[src/rtl/i2c_sensor_poller_pkg.sv]
// -----------------------------------------------------------------------------
// i2c_sensor_poller_pkg
//   Shared definitions for the I2C sensor poller:
//   - poll_state_e : 4-bit FSM state encoding, stable so it can be probed for
//                    debug.
//   - SENSOR_*     : default sensor bus address and register map constants.
//   - cnt_width()  : number of bits needed to hold the values 0..n-1.
// -----------------------------------------------------------------------------
package i2c_sensor_poller_pkg;

  localparam logic [6:0] SENSOR_SLAVE_ADDR = 7'h68;
  localparam logic [6:0] SENSOR_CFG_REG    = 7'h6B;
  localparam logic [7:0] SENSOR_CFG_VAL    = 8'h00;
  localparam logic [6:0] SENSOR_RD_BASE    = 7'h3B;

  typedef enum logic [3:0] {
    ST_CFG_ISSUE = 4'd0,
    ST_CFG_WAIT  = 4'd1,
    ST_PARK      = 4'd2,
    ST_RD_ISSUE  = 4'd3,
    ST_RD_WAIT   = 4'd4,
    ST_PUBLISH   = 4'd5
  } poll_state_e;

  // Width of a counter that must represent 0..n-1 (at least one bit).
  function automatic int unsigned cnt_width(input int unsigned n);
    return (n <= 2) ? 1 : $clog2(n);
  endfunction

endpackage

[src/rtl/i2c_poll_timer.sv]
// -----------------------------------------------------------------------------
// i2c_poll_timer
//   Saturating down-counter used for both the frame period and the transaction
//   watchdog. It reads as expired while the count is zero.
// Ports
//   clk, rst_n  : clock, asynchronous active-low reset (count resets to 0)
//   load        : load load_val this cycle (takes priority over everything)
//   hold        : freeze the count this cycle
//   load_val    : value loaded on load
//   expired     : count == 0
// -----------------------------------------------------------------------------
module i2c_poll_timer #(
  parameter int unsigned WIDTH = 8
) (
  input  logic             clk,
  input  logic             rst_n,
  input  logic             load,
  input  logic             hold,
  input  logic [WIDTH-1:0] load_val,
  output logic             expired
);

  logic [WIDTH-1:0] count;

  // NOTE: sequential state is written with non-blocking assignments so every
  // register samples the pre-edge value of its inputs.
  always_ff @(posedge clk or negedge rst_n) begin
    if (!rst_n) begin
      count <= '0;
    end else if (load) begin
      count <= load_val;
    end else if (!hold && (count != '0)) begin
      count <= count - WIDTH'(1);
    end
  end

  assign expired = (count == '0);

endmodule

[src/rtl/i2c_sensor_poller.sv]
// -----------------------------------------------------------------------------
// i2c_sensor_poller
//   Transaction sequencer in front of a byte-level I2C master. After reset it
//   writes CFG_VAL to CFG_REG (retrying until the write completes), then every
//   PERIOD cycles reads NUM_REGS consecutive registers starting at RD_BASE and
//   publishes the whole frame at once with a one-cycle sample_valid. A watchdog
//   aborts any transaction that gets no m_done within TIMEOUT cycles of
//   m_start, pulsing err_timeout and bumping a saturating err_count.
// Ports
//   clk, rst_n        : clock, asynchronous active-low reset
//   enable            : polling permitted (sampled only between frames)
//   m_start           : one-cycle command strobe to the master
//   m_read_write      : 1 = read, 0 = write
//   m_slave_addr      : sensor bus address
//   m_reg_addr        : target register
//   m_data_in         : write byte (CFG_VAL for the config write, else 0)
//   m_data_out        : byte from the master, valid while m_done = 1
//   m_busy, m_done    : master busy level / completion pulse
//   sample_data       : last complete frame, byte k = register RD_BASE+k
//   sample_valid      : one-cycle pulse when sample_data updates
//   cfg_done          : sticky, config write has completed
//   err_timeout       : one-cycle pulse per watchdog abort
//   err_count         : saturating count of aborts
// -----------------------------------------------------------------------------
module i2c_sensor_poller
  import i2c_sensor_poller_pkg::*;
#(
  parameter logic [6:0]  SLAVE_ADDR = SENSOR_SLAVE_ADDR,
  parameter logic [6:0]  CFG_REG    = SENSOR_CFG_REG,
  parameter logic [7:0]  CFG_VAL    = SENSOR_CFG_VAL,
  parameter logic [6:0]  RD_BASE    = SENSOR_RD_BASE,
  parameter int unsigned NUM_REGS   = 6,
  parameter int unsigned PERIOD     = 100000,
  parameter int unsigned TIMEOUT    = 4096
) (
  input  logic                  clk,
  input  logic                  rst_n,
  input  logic                  enable,
  output logic                  m_start,
  output logic                  m_read_write,
  output logic [6:0]            m_slave_addr,
  output logic [6:0]            m_reg_addr,
  output logic [7:0]            m_data_in,
  input  logic [7:0]            m_data_out,
  input  logic                  m_busy,
  input  logic                  m_done,
  output logic [8*NUM_REGS-1:0] sample_data,
  output logic                  sample_valid,
  output logic                  cfg_done,
  output logic                  err_timeout,
  output logic [7:0]            err_count
);

  localparam int unsigned IDX_W = cnt_width(NUM_REGS);
  localparam int unsigned PER_W = cnt_width(PERIOD);
  localparam int unsigned WD_W  = cnt_width(TIMEOUT);

  localparam logic [IDX_W-1:0] LAST_IDX   = IDX_W'(NUM_REGS - 1);
  localparam logic [PER_W-1:0] PER_RELOAD = PER_W'(PERIOD - 1);
  localparam logic [WD_W-1:0]  WD_RELOAD  = WD_W'(TIMEOUT - 1);

  poll_state_e state_q, state_d;

  logic [IDX_W-1:0]      idx;
  logic [8*NUM_REGS-1:0] staging;

  // Decoded actions for the current cycle.
  logic issue;        // command accepted, strobe m_start next cycle
  logic cfg_ok;       // config write completed
  logic capture;      // read byte arrived
  logic abort;        // watchdog expired without m_done
  logic publish;      // copy staging to sample_data
  logic frame_start;  // leave PARK for a new frame
  logic last_byte;

  logic per_load, per_expired;
  logic [PER_W-1:0] per_load_val;
  logic wd_hold, wd_expired;

  assign last_byte = (idx == LAST_IDX);

  // ---------------------------------------------------------------------------
  // Next-state logic
  // ---------------------------------------------------------------------------
  // NOTE: every signal written here gets a default first, so no path through
  // the case statement can leave one unassigned and infer a latch.
  always_comb begin
    state_d     = state_q;
    issue       = 1'b0;
    cfg_ok      = 1'b0;
    capture     = 1'b0;
    abort       = 1'b0;
    publish     = 1'b0;
    frame_start = 1'b0;
    unique case (state_q)
      ST_CFG_ISSUE: begin
        if (!m_busy) begin
          issue   = 1'b1;
          state_d = ST_CFG_WAIT;
        end
      end
      ST_CFG_WAIT: begin
        // m_done is examined before the watchdog so a late completion wins.
        if (m_done) begin
          cfg_ok  = 1'b1;
          state_d = ST_PARK;
        end else if (wd_expired) begin
          abort   = 1'b1;
          state_d = ST_CFG_ISSUE;
        end
      end
      ST_PARK: begin
        if (enable && per_expired) begin
          frame_start = 1'b1;
          state_d     = ST_RD_ISSUE;
        end
      end
      ST_RD_ISSUE: begin
        if (!m_busy) begin
          issue   = 1'b1;
          state_d = ST_RD_WAIT;
        end
      end
      ST_RD_WAIT: begin
        if (m_done) begin
          capture = 1'b1;
          state_d = last_byte ? ST_PUBLISH : ST_RD_ISSUE;
        end else if (wd_expired) begin
          abort   = 1'b1;
          state_d = ST_PARK;
        end
      end
      ST_PUBLISH: begin
        publish = 1'b1;
        state_d = ST_PARK;
      end
      default: state_d = ST_CFG_ISSUE;
    endcase
  end

  // ---------------------------------------------------------------------------
  // Timers
  // ---------------------------------------------------------------------------
  // The period timer reloads at each frame start and counts down freely, so
  // frames are spaced start-to-start. While parked with enable low it is kept
  // expired, which lets a re-enable start a frame on the very next cycle.
  assign per_load     = (state_q == ST_PARK) && (frame_start || !enable);
  assign per_load_val = frame_start ? PER_RELOAD : '0;

  i2c_poll_timer #(.WIDTH(PER_W)) u_period_timer (
    .clk      (clk),
    .rst_n    (rst_n),
    .load     (per_load),
    .hold     (1'b0),
    .load_val (per_load_val),
    .expired  (per_expired)
  );

  // Loaded as m_start is registered, so it reaches zero on the TIMEOUT-th
  // cycle counted from the m_start cycle; the abort pulse follows one cycle
  // later.
  assign wd_hold = (state_q != ST_CFG_WAIT) && (state_q != ST_RD_WAIT);

  i2c_poll_timer #(.WIDTH(WD_W)) u_watchdog (
    .clk      (clk),
    .rst_n    (rst_n),
    .load     (issue),
    .hold     (wd_hold),
    .load_val (WD_RELOAD),
    .expired  (wd_expired)
  );

  // ---------------------------------------------------------------------------
  // State, command and status registers
  // ---------------------------------------------------------------------------
  always_ff @(posedge clk or negedge rst_n) begin
    if (!rst_n) begin
      state_q      <= ST_CFG_ISSUE;
      idx          <= '0;
      m_start      <= 1'b0;
      m_read_write <= 1'b0;
      m_slave_addr <= '0;
      m_reg_addr   <= '0;
      m_data_in    <= '0;
      sample_data  <= '0;
      sample_valid <= 1'b0;
      cfg_done     <= 1'b0;
      err_timeout  <= 1'b0;
      err_count    <= '0;
    end else begin
      state_q      <= state_d;
      m_start      <= issue;
      sample_valid <= publish;
      err_timeout  <= abort;

      // Command fields change only when a new command is issued, so they stay
      // stable through the matching m_done.
      if (issue) begin
        m_slave_addr <= SLAVE_ADDR;
        if (state_q == ST_RD_ISSUE) begin
          m_read_write <= 1'b1;
          m_reg_addr   <= RD_BASE + 7'(idx);  // 7-bit wrap is intended
          m_data_in    <= '0;
        end else begin
          m_read_write <= 1'b0;
          m_reg_addr   <= CFG_REG;
          m_data_in    <= CFG_VAL;
        end
      end

      if (cfg_ok) begin
        cfg_done <= 1'b1;
      end

      if (capture) begin
        idx <= last_byte ? '0 : idx + IDX_W'(1);
      end

      // An aborted frame simply restarts from byte 0; the partial staging
      // contents are never published.
      if (abort) begin
        idx <= '0;
        if (err_count != 8'hFF) begin
          err_count <= err_count + 8'd1;
        end
      end

      if (publish) begin
        sample_data <= staging;
      end
    end
  end

  // NOTE: the staging buffer has no reset: every byte is rewritten before it
  // can be published, so resetting it would only add reset fan-out.
  always_ff @(posedge clk) begin
    if (capture) begin
      staging[{idx, 3'b000} +: 8] <= m_data_out;
    end
  end

endmodule
[config.mk]
export PLATFORM = sky130hd
export DESIGN_NAME = i2c_sensor_poller
export DESIGN_NICKNAME = d
export VERILOG_FILES = /design/src/rtl/i2c_sensor_poller_pkg.sv /design/src/rtl/i2c_poll_timer.sv /design/src/rtl/i2c_sensor_poller.sv
export SDC_FILE = /design/constraint.sdc
export NUM_CORES = 1
export LEC_CHECK = 0
export BUFFER_PORTS_ARGS = -buffer_cell sky130_fd_sc_hd__buf_2
export CAP_MARGIN = 20
export CORE_ASPECT_RATIO = 0.7
export CORE_MARGIN = 2
export CORE_UTILIZATION = 40
export DETAILED_ROUTE_END_ITERATION = 7
export SLEW_MARGIN = 5
export SYNTH_ARGS = -nofsm -noshare
export SYNTH_HDL_FRONTEND = slang
export SYNTH_SLANG_ARGS = --single-unit
[constraint.sdc]
create_clock -name clk -period 4.05 [get_ports clk]
set_input_delay 0.81 -clock clk [delete_from_list [all_inputs] [get_ports clk]]
set_output_delay 0.81 -clock clk [all_outputs]
set_load 0.01 [all_outputs]
# Word-level counts from Yosys, hierarchy flattened
# Index checks and enable logic that the tools add are counted.
# op_classes
addsub	6
n_eq_ne	14
shift	2
muxes	31
n_reduce_logical	19
# op_table
cell	n
$mux W17	3
$bwmux W48	1
$shift A8 B8 Y48 const A	1
$shiftx A8 B8 Y48	1
$mux W4	7
$mux W12	2
$pmux W4 S6	1
$logic_not A17 Y1	1
$reduce_bool A17 Y1	1
$sub A17 B1 Y17 const B	1
$logic_not A12 Y1	1
$mux W1	12
$mux W3	4
$reduce_bool A12 Y1	1
$sub A12 B1 Y12 const B	1
$add A8 B1 Y8 const B	1
$eq A4 B2 Y1 const B	2
$eq A4 B3 Y1 const B	2
$ne A8 B8 Y1 const B	1
$neg A6 Y8	1
$add A6 B3 Y7 const A	1
$mux W7	1
$ne A2 B2 Y1 const B	3
$ne A3 B2 Y1 const B	2
13 further kinds	20
# word_totals
register_bits	153
output_inout_bits	83

# Depth between registers and ports, before layout
# Gate-level depths: netlist of the first run.
# depth
word_depth	7
mapped_depth	8
ltp_nobuf	7

# Modules after synthesis
# Synthesis of the first run repeated with hierarchy kept, for this count alone.
# unflattened
cells_unflattened	590
area_unflattened_um2	7148.1
# by_module_without_submodules
module	instances	cells_per_inst	area_per_inst_um2	seq_area_each_um2
i2c_sensor_poller	1	382	5235.0	3293.2
i2c_poll_timer at u_period_timer	1	120	1103.6	425.4
i2c_poll_timer at u_watchdog	1	88	809.5	300.3

# Worst setup path after synthesis of the first run
# No wires, ideal clock.
# synth_path
path_kind	register to register
start	register idx[0] (netlist name)
end	register staging[0] (enable)
t_arrival_ps	2554
t_required_ps	3677
path_slack_ps	1123
path_stages_with_launch	8
n_path_buf	1
period_less_slack_ps	2927
cell_sequence	dfrtp_1 > clkbuf_1 > inv_1 > ha_1 > ha_1 > or4b_2 > nor3_2 > nor2b_1
# synth_lines
item	line	source
end signal: indexed assignment	i2c_sensor_poller.sv:238	staging[{idx, 3'b000} +: 8] <= m_data_out;
end: declaration	i2c_sensor_poller.sv:65	logic [8*NUM_REGS-1:0] staging;

==> flow_summary.json, run 1 <==
{
  "status": "completed",
  "grt_pass1_vias": 4359,
  "slowest_stage": "or4b_2",
  "hold_path_class": "reg -> reg",
  "ios": 96,
  "wl_per_cell_um": 15.2,
  "rsz0062_at_grt": "false",
  "worstMarginPinSlew_ps": 1000,
  "num_vias": 4497,
  "syn_inst": 606,
  "globalRouteOverflowTotal": 0,
  "finalSetupViolations": 0,
  "clock_sink_count": 151,
  "grt_pass1_wl_um": 23100,
  "fillers": 1511,
  "slew_headroom_pct": 32.6,
  "arrival_ps": 3290,
  "ys_ff_latch": 151,
  "synth_most_common_cell": "nand2_1",
  "gp_congestion": 0.823,
  "fin_nets": 714,
  "yosys_warnings": 0,
  "root_buffer": "clkbuf_16",
  "critPathKind": "reg -> reg",
  "min_from": "staging[11]",
  "async_reset_ff_share_pct": 68.2,
  "syn_to_final_growth_pct": 18.7,
  "reg2regPathDepth": 6,
  "dr.pass1.iters": 4,
  "drt-vias-per-instance": 4.85,
  "switching_share_pct": 33.5,
  "period_share_pct": 80.0,
  "grt_max_degree": 70,
  "path_max_fanout": 11,
  "synth_ff_type": "dfrtp_1",
  "die_height_um": 111,
  "start_util_pct": 40.6,
  "worstReg2RegEnd": "staging[5]",
  "drive_above_1_share_pct": 19.2,
  "critPathMostFrequentCell": "ha_1",
  "final-seq-area_mm2": 0.00402,
  "synth-edff-count": 48,
  "syn_avg_cell_area_um2": 10.8,
  "critPathTopFamily": "simple AND/OR/NAND/NOR gates",
  "post_cts_buffers": 0,
  "r2r-start": "idx[0]",
  "hold_violations": 0,
  "critPathLaunchType": "register",
  "fin_skew_ps": 9.01,
  "hpwl_um": 9700,
  "num_rows": 39,
  "grt_usage_pct": 17.2,
  "h-tree-depth": 4,
  "die_x_um": 157,
  "wirelength_um": 14100,
  "synth-seq-area-share_pct": 61.1,
  "path_cells": "inv_1, ha_1, ha_1, or4b_2, nor3_2, nor2b_1",
  "synth_cell_types": 52,
  "p_clk_share_pct": 31.5,
  "antenna_left": 0,
  "antenna_found_initial": 0,
  "fmax_mhz": 309,
  "clk_path_buf_depth": 2,
  "clkTransAtPathRegs_ps": 60,
  "dpl_cell_area_mm2": 0.00716,
  "p_comb_share_pct": 27.0,
  "r2r_slack_ps": 810,
  "crit_path_max_incr_delay_ps": 660,
  "worstPathRequired_ps": 4110,
  "cts_resized": 0,
  "p_leak_uw": 0.00349,
  "maxCapViolations": 0,
  "p_sw_uw": 1830,
  "port_buffers": 83,
  "die_area_mm2": 0.0175,
  "insertion_delay_ps": 420,
  "crit_path_end_kind": "register",
  "period_minus_slack_ps": 3240,
  "synth_area_leaders": "dfrtp_1 39%, edfxtp_1 22%, nand2_1 9.9%",
  "peakVddDrop_uv": 310,
  "seqPwrFrac_pct": 41.5,
  "synth_commonest_cells": "173 x nand2_1, 103 x dfrtp_1, 48 x and2_1, 48 x edfxtp_1, 29 x nor2_1",
  "diodes": 0,
  "drt_iter0_markers": 321,
  "multi_input_area_mm2": 0.00236,
  "final_max_slew_viol_count": 0,
  "hold_end": "sample_data[11]",
  "core_mm2": 0.0162,
  "p_per_area_mw_per_mm2": 700,
  "path_buf_inv": 1,
  "hold_path_depth": 2,
  "drc": 0,
  "cts_buffers": 17,
  "stdcell_area_mm2": 0.00780,
  "netlist_area_mm2": 0.00657,
  "synth_top_area_share_pct": 39.2,
  "synth_top_area_cell": "dfrtp_1",
  "tns_ps": 0,
  "p_int_uw": 3630,
  "cts_tree": "done",
  "cts_hold_buffers": 0
}
power by group through the flow:
| stage | sequential [µW] | combinational (µW) | clock [µW] |
|---|---|---|---|
| finish | 2270 | 1470 | 1720 |
| detailed placement | 2290 | 1480 | 0 |
| floorplan | 2330 | 902 | 0 |
| global placement | 2260 | 1440 | 0 |
| CTS | 2270 | 1490 | 1750 |
| global route | 2310 | 1680 | 1830 |
logic make-up (layout without fill, tap and decap cells):
group	Yosys count	count (layout)	share of synthesized area [%]
compound gates	36	36	3.41
xor+xnor	32	32	4.26
fa+ha+maj	11	11	2.09
buf+inv	44	130	3.52
flops	151	151	61.1
mux	2	2	0.343
other cells	1	12	0.0570
simple gates	329	329	25.2
worst reg2reg max path: cells and delay by family, from the launching register on:
kind,cells,cell delay (ps)
and+or+nand+nor,3,1620
DFF,1,550
adders and majority gates,2,540
buffers and inverters,1,150
area by class of cell:
cell class              instances  share of cell area (%)
clock buffers                  19                    5.80
flip-flops and latches        151                    51.5
well taps                     225                    3.61
clock inverters                13                    2.47
multi-input cells             422                    30.3
repair buffers                 88                    5.84
inverters                      10                   0.481
registers in the layout (all words and copies together), names as in the netlist:
name,count
cfg_done,1
m_read_write,1
u_period_timer.count,17
err_timeout,1
sample_valid,1
u_watchdog.count,12
staging,48
m_slave_addr,1
sample_data,48
m_reg_addr,6
m_start,1
err_count,8
state_q,3
idx,3
placed cells by master (no fill, tap or decap), types with 5 or more instances in the layout:
master      instances
clkbuf_16          17
nand4_1            10
edfxtp_1           48
buf_2              82
clkinvlp_4          5
nand3_1            11
dfrtp_1           103
and2_1             48
conb_1             12
nand2_1           173
buf_4               6
xnor2_1             9
a21oi_1            14
ha_1               11
nor2_1             29
xor2_1             23
nand3b_1            5
nor2b_1            10
o21ai_0             6
inv_1              10
nor3_1             14
worst max-delay path by stage:
stage | from | depth (start not counted) | slack (ps) | end
after CTS | idx[0] | 6 | 840 | staging[5]
after global placement | idx[0] | 6 | 1010 | staging[4]
after floorplan | idx[0] | 7 | 1120 | staging[0]
after detailed placement | idx[0] | 6 | 830 | staging[6]
final | idx[0] | 6 | 810 | staging[5]
after global routing | idx[0] | 6 | 600 | staging[3]
per-stage QoR:
| step | utilization, % | hold slack [ps] | std cells | total power, µW | setup slack, ps |
|---|---|---|---|---|---|
| 3_5_place_dp | 44.2 | 428 | 896 | 3770 | 830 |
| 5_1_grt | 48.2 | 470 | 928 | 5820 | 599 |
| 2_1_floorplan | - | 415 | 617 | 3230 | 1120 |
| 4_1_cts | 48.2 | 446 | 928 | 5510 | 836 |
| 3_3_place_gp | 44.2 | 432 | 896 | 3700 | 1010 |
| 6_report | 48.2 | 444 | 928 | 5460 | 812 |
layer usage:
metal	GRT usage, %	wire length, µm	share of wire, %
met1	25.7	7050	50
met3	4.18	735	5.2
met2	23.7	6130	43
met5	0	0	0
met4	7.52	211	1.5
Power figures use the tool's default switching activity.
==> inputs of run 2 (changes only) <==
==> constraint.sdc (replaced) <==
create_clock -name clk -period 3.15 [get_ports clk]
set_input_delay 0.63 -clock clk [delete_from_list [all_inputs] [get_ports clk]]
set_output_delay 0.63 -clock clk [all_outputs]
set_load 0.01 [all_outputs]
==> run 2 against run 1 <==
  * Global-route usage down 0.95 points
  * Final cell count up 0.75%
  * Critical endpoint is now staging[38]
  * Die area unchanged
  * Clock skew up 2.5 ps
  * Routed wire length down 5.8%
  * Design area up 0.47%
  * Via count down 1.0%
  * Core utilization up 0.22 points
  * Critical path depth up 1
  * Clock power up 20%
  * Non-clock buffer count up 7
==> flow_summary.json, run 2 (same netlist as run 1, synthesis figures left out) <==
{
  "slew_headroom_pct": 53.1,
  "p_leak_uw": 0.00354,
  "h-tree-depth": 4,
  "root_buffer": "clkbuf_16",
  "fillers": 1507,
  "maxCapViolations": 0,
  "wirelength_um": 13300,
  "port_buffers": 83,
  "clk_path_buf_depth": 2,
  "die_x_um": 157,
  "grt_usage_pct": 16.3,
  "num_rows": 39,
  "arrival_ps": 2750,
  "drc": 0,
  "gp_congestion": 0.816,
  "cts_hold_buffers": 0,
  "crit_path_end_kind": "register",
  "fin_nets": 721,
  "globalRouteOverflowTotal": 0,
  "layoutNonFillerInstCount": 935,
  "cts_buffers": 17,
  "finalSetupViolations": 0,
  "start_util_pct": 40.6,
  "hold_violations": 0,
  "cts_tree": "done",
  "hpwl_um": 9220,
  "wl_per_cell_um": 14.2,
  "cts_resized": 0,
  "r2r_slack_ps": 450,
  "period_share_pct": 85.8,
  "p_per_area_mw_per_mm2": 877,
  "num_vias": 4452,
  "critPathMostFrequentCell": "ha_1",
  "critPathLaunchType": "register",
  "rsz0062_at_grt": "false",
  "slowest_stage": "dfrtp_1",
  "seqPwrFrac_pct": 42.2,
  "switching_share_pct": 34.2,
  "p_comb_share_pct": 27.8,
  "critPathKind": "reg -> reg",
  "die_area_mm2": 0.0175,
  "critPathTopFamily": "simple AND/OR/NAND/NOR gates",
  "grt_max_degree": 63,
  "path_max_fanout": 11,
  "ios": 96,
  "cp.depth": 7,
  "hold_path_class": "in -> async",
  "worstPathRequired_ps": 3200,
  "grt_pass1_wl_um": 22500,
  "post_cts_buffers": 0,
  "worstMarginPinSlew_ps": 703,
  "p_sw_uw": 2350,
  "reg2regPathDepth": 7,
  "path_buf_inv": 2,
  "antenna_left": 0,
  "dpl.cell_count": 903,
  "status": "completed",
  "syn_to_final_growth_pct": 19.3,
  "crit_path_max_incr_delay_ps": 540,
  "top_regs": "sample_data (48), staging (48), u_period_timer.count (17)",
  "final_cell_mix": "173 x nand2_1, 103 x dfrtp_1, 82 x buf_2",
  "p_int_uw": 4520,
  "die_height_um": 111,
  "grt_pass1_vias": 4421,
  "p_clk_share_pct": 30.1,
  "final_max_slew_viol_count": 0,
  "insertion_delay_ps": 420,
  "clkTransAtPathRegs_ps": 60,
  "fin_skew_ps": 11.5,
  "path_cells": "inv_1, ha_1, ha_1, o21ai_0, nor4_1, buf_4, nor2b_1",
  "core_mm2": 0.0162,
  "diodes": 0,
  "drt-vias-per-instance": 4.76,
  "dr.pass1.iters": 4,
  "drive_above_1_share_pct": 20.0,
  "final_common_cell": "nand2_1",
  "period_minus_slack_ps": 2700,
  "peakVddDrop_uv": 398,
  "tns_ps": 0,
  "drt_iter0_markers": 226,
  "clock_sink_count": 151,
  "antenna_found_initial": 0,
  "fmax_mhz": 370
}
[run 2: power groups by stage]
stage | sequential, µW | clock, µW | combinational [µW]
after floorplan | 3000 | 0 | 1160
after global placement | 2910 | 0 | 1870
after global routing | 2970 | 2190 | 2180
after CTS | 2900 | 2110 | 1940
final | 2900 | 2070 | 1910
after detailed placement | 2930 | 0 | 1930
[run 2: through the flow]
stage	utilization, %	area (µm²)	hold WS, ps	total power, µW	setup WS (ps)
4_1_cts	48.4	7840	208	6950	451
3_5_place_dp	44.7	7240	422	4860	443
5_1_grt	48.4	7840	233	7340	262
3_3_place_gp	44.7	7240	432	4790	569
6_report	48.4	7840	199	6870	448
2_1_floorplan	-	6620	334	4160	223
[run 2: worst reg2reg max path, stage by stage (launching register included)]
cell     delay (ps)
dfrtp_1         540
inv_1           150
ha_1            230
ha_1            320
o21ai_0         130
nor4_1          240
buf_4           200
nor2b_1         540
[run 2: cell type report]
class	count	area, µm²	share of cell area (%)
inverters	10	37.5	0.479
clock inverters	15	179	2.28
repair buffers	95	533	6.80
multi-input cells	422	2360	30.2
well taps	225	282	3.59
flip-flops and latches	151	4020	51.3
clock buffers	17	425	5.43
[run 2: metal layers]
layer	track usage (%)	up-vias	wire (µm)	part of all wire, %
li1	-	2178	-	-
met1	25.2	2172	6810	51
met2	22.6	96	5770	43
met3	4.07	6	636	4.8
met4	4.36	0	87	0.65
met5	0	-	0	0
[run 2: path summary, 6_finish.rpt]
check	end	startpoint
setup reg to reg	staging[38]	idx[0]
min in group clk	sample_data[43]	staging[43]
max in group asynchronous	sample_data[1]	rst_n
setup / recovery	staging[38]	idx[0]
hold / removal	err_count[5]	rst_n
hold reg to reg	sample_data[43]	staging[43]
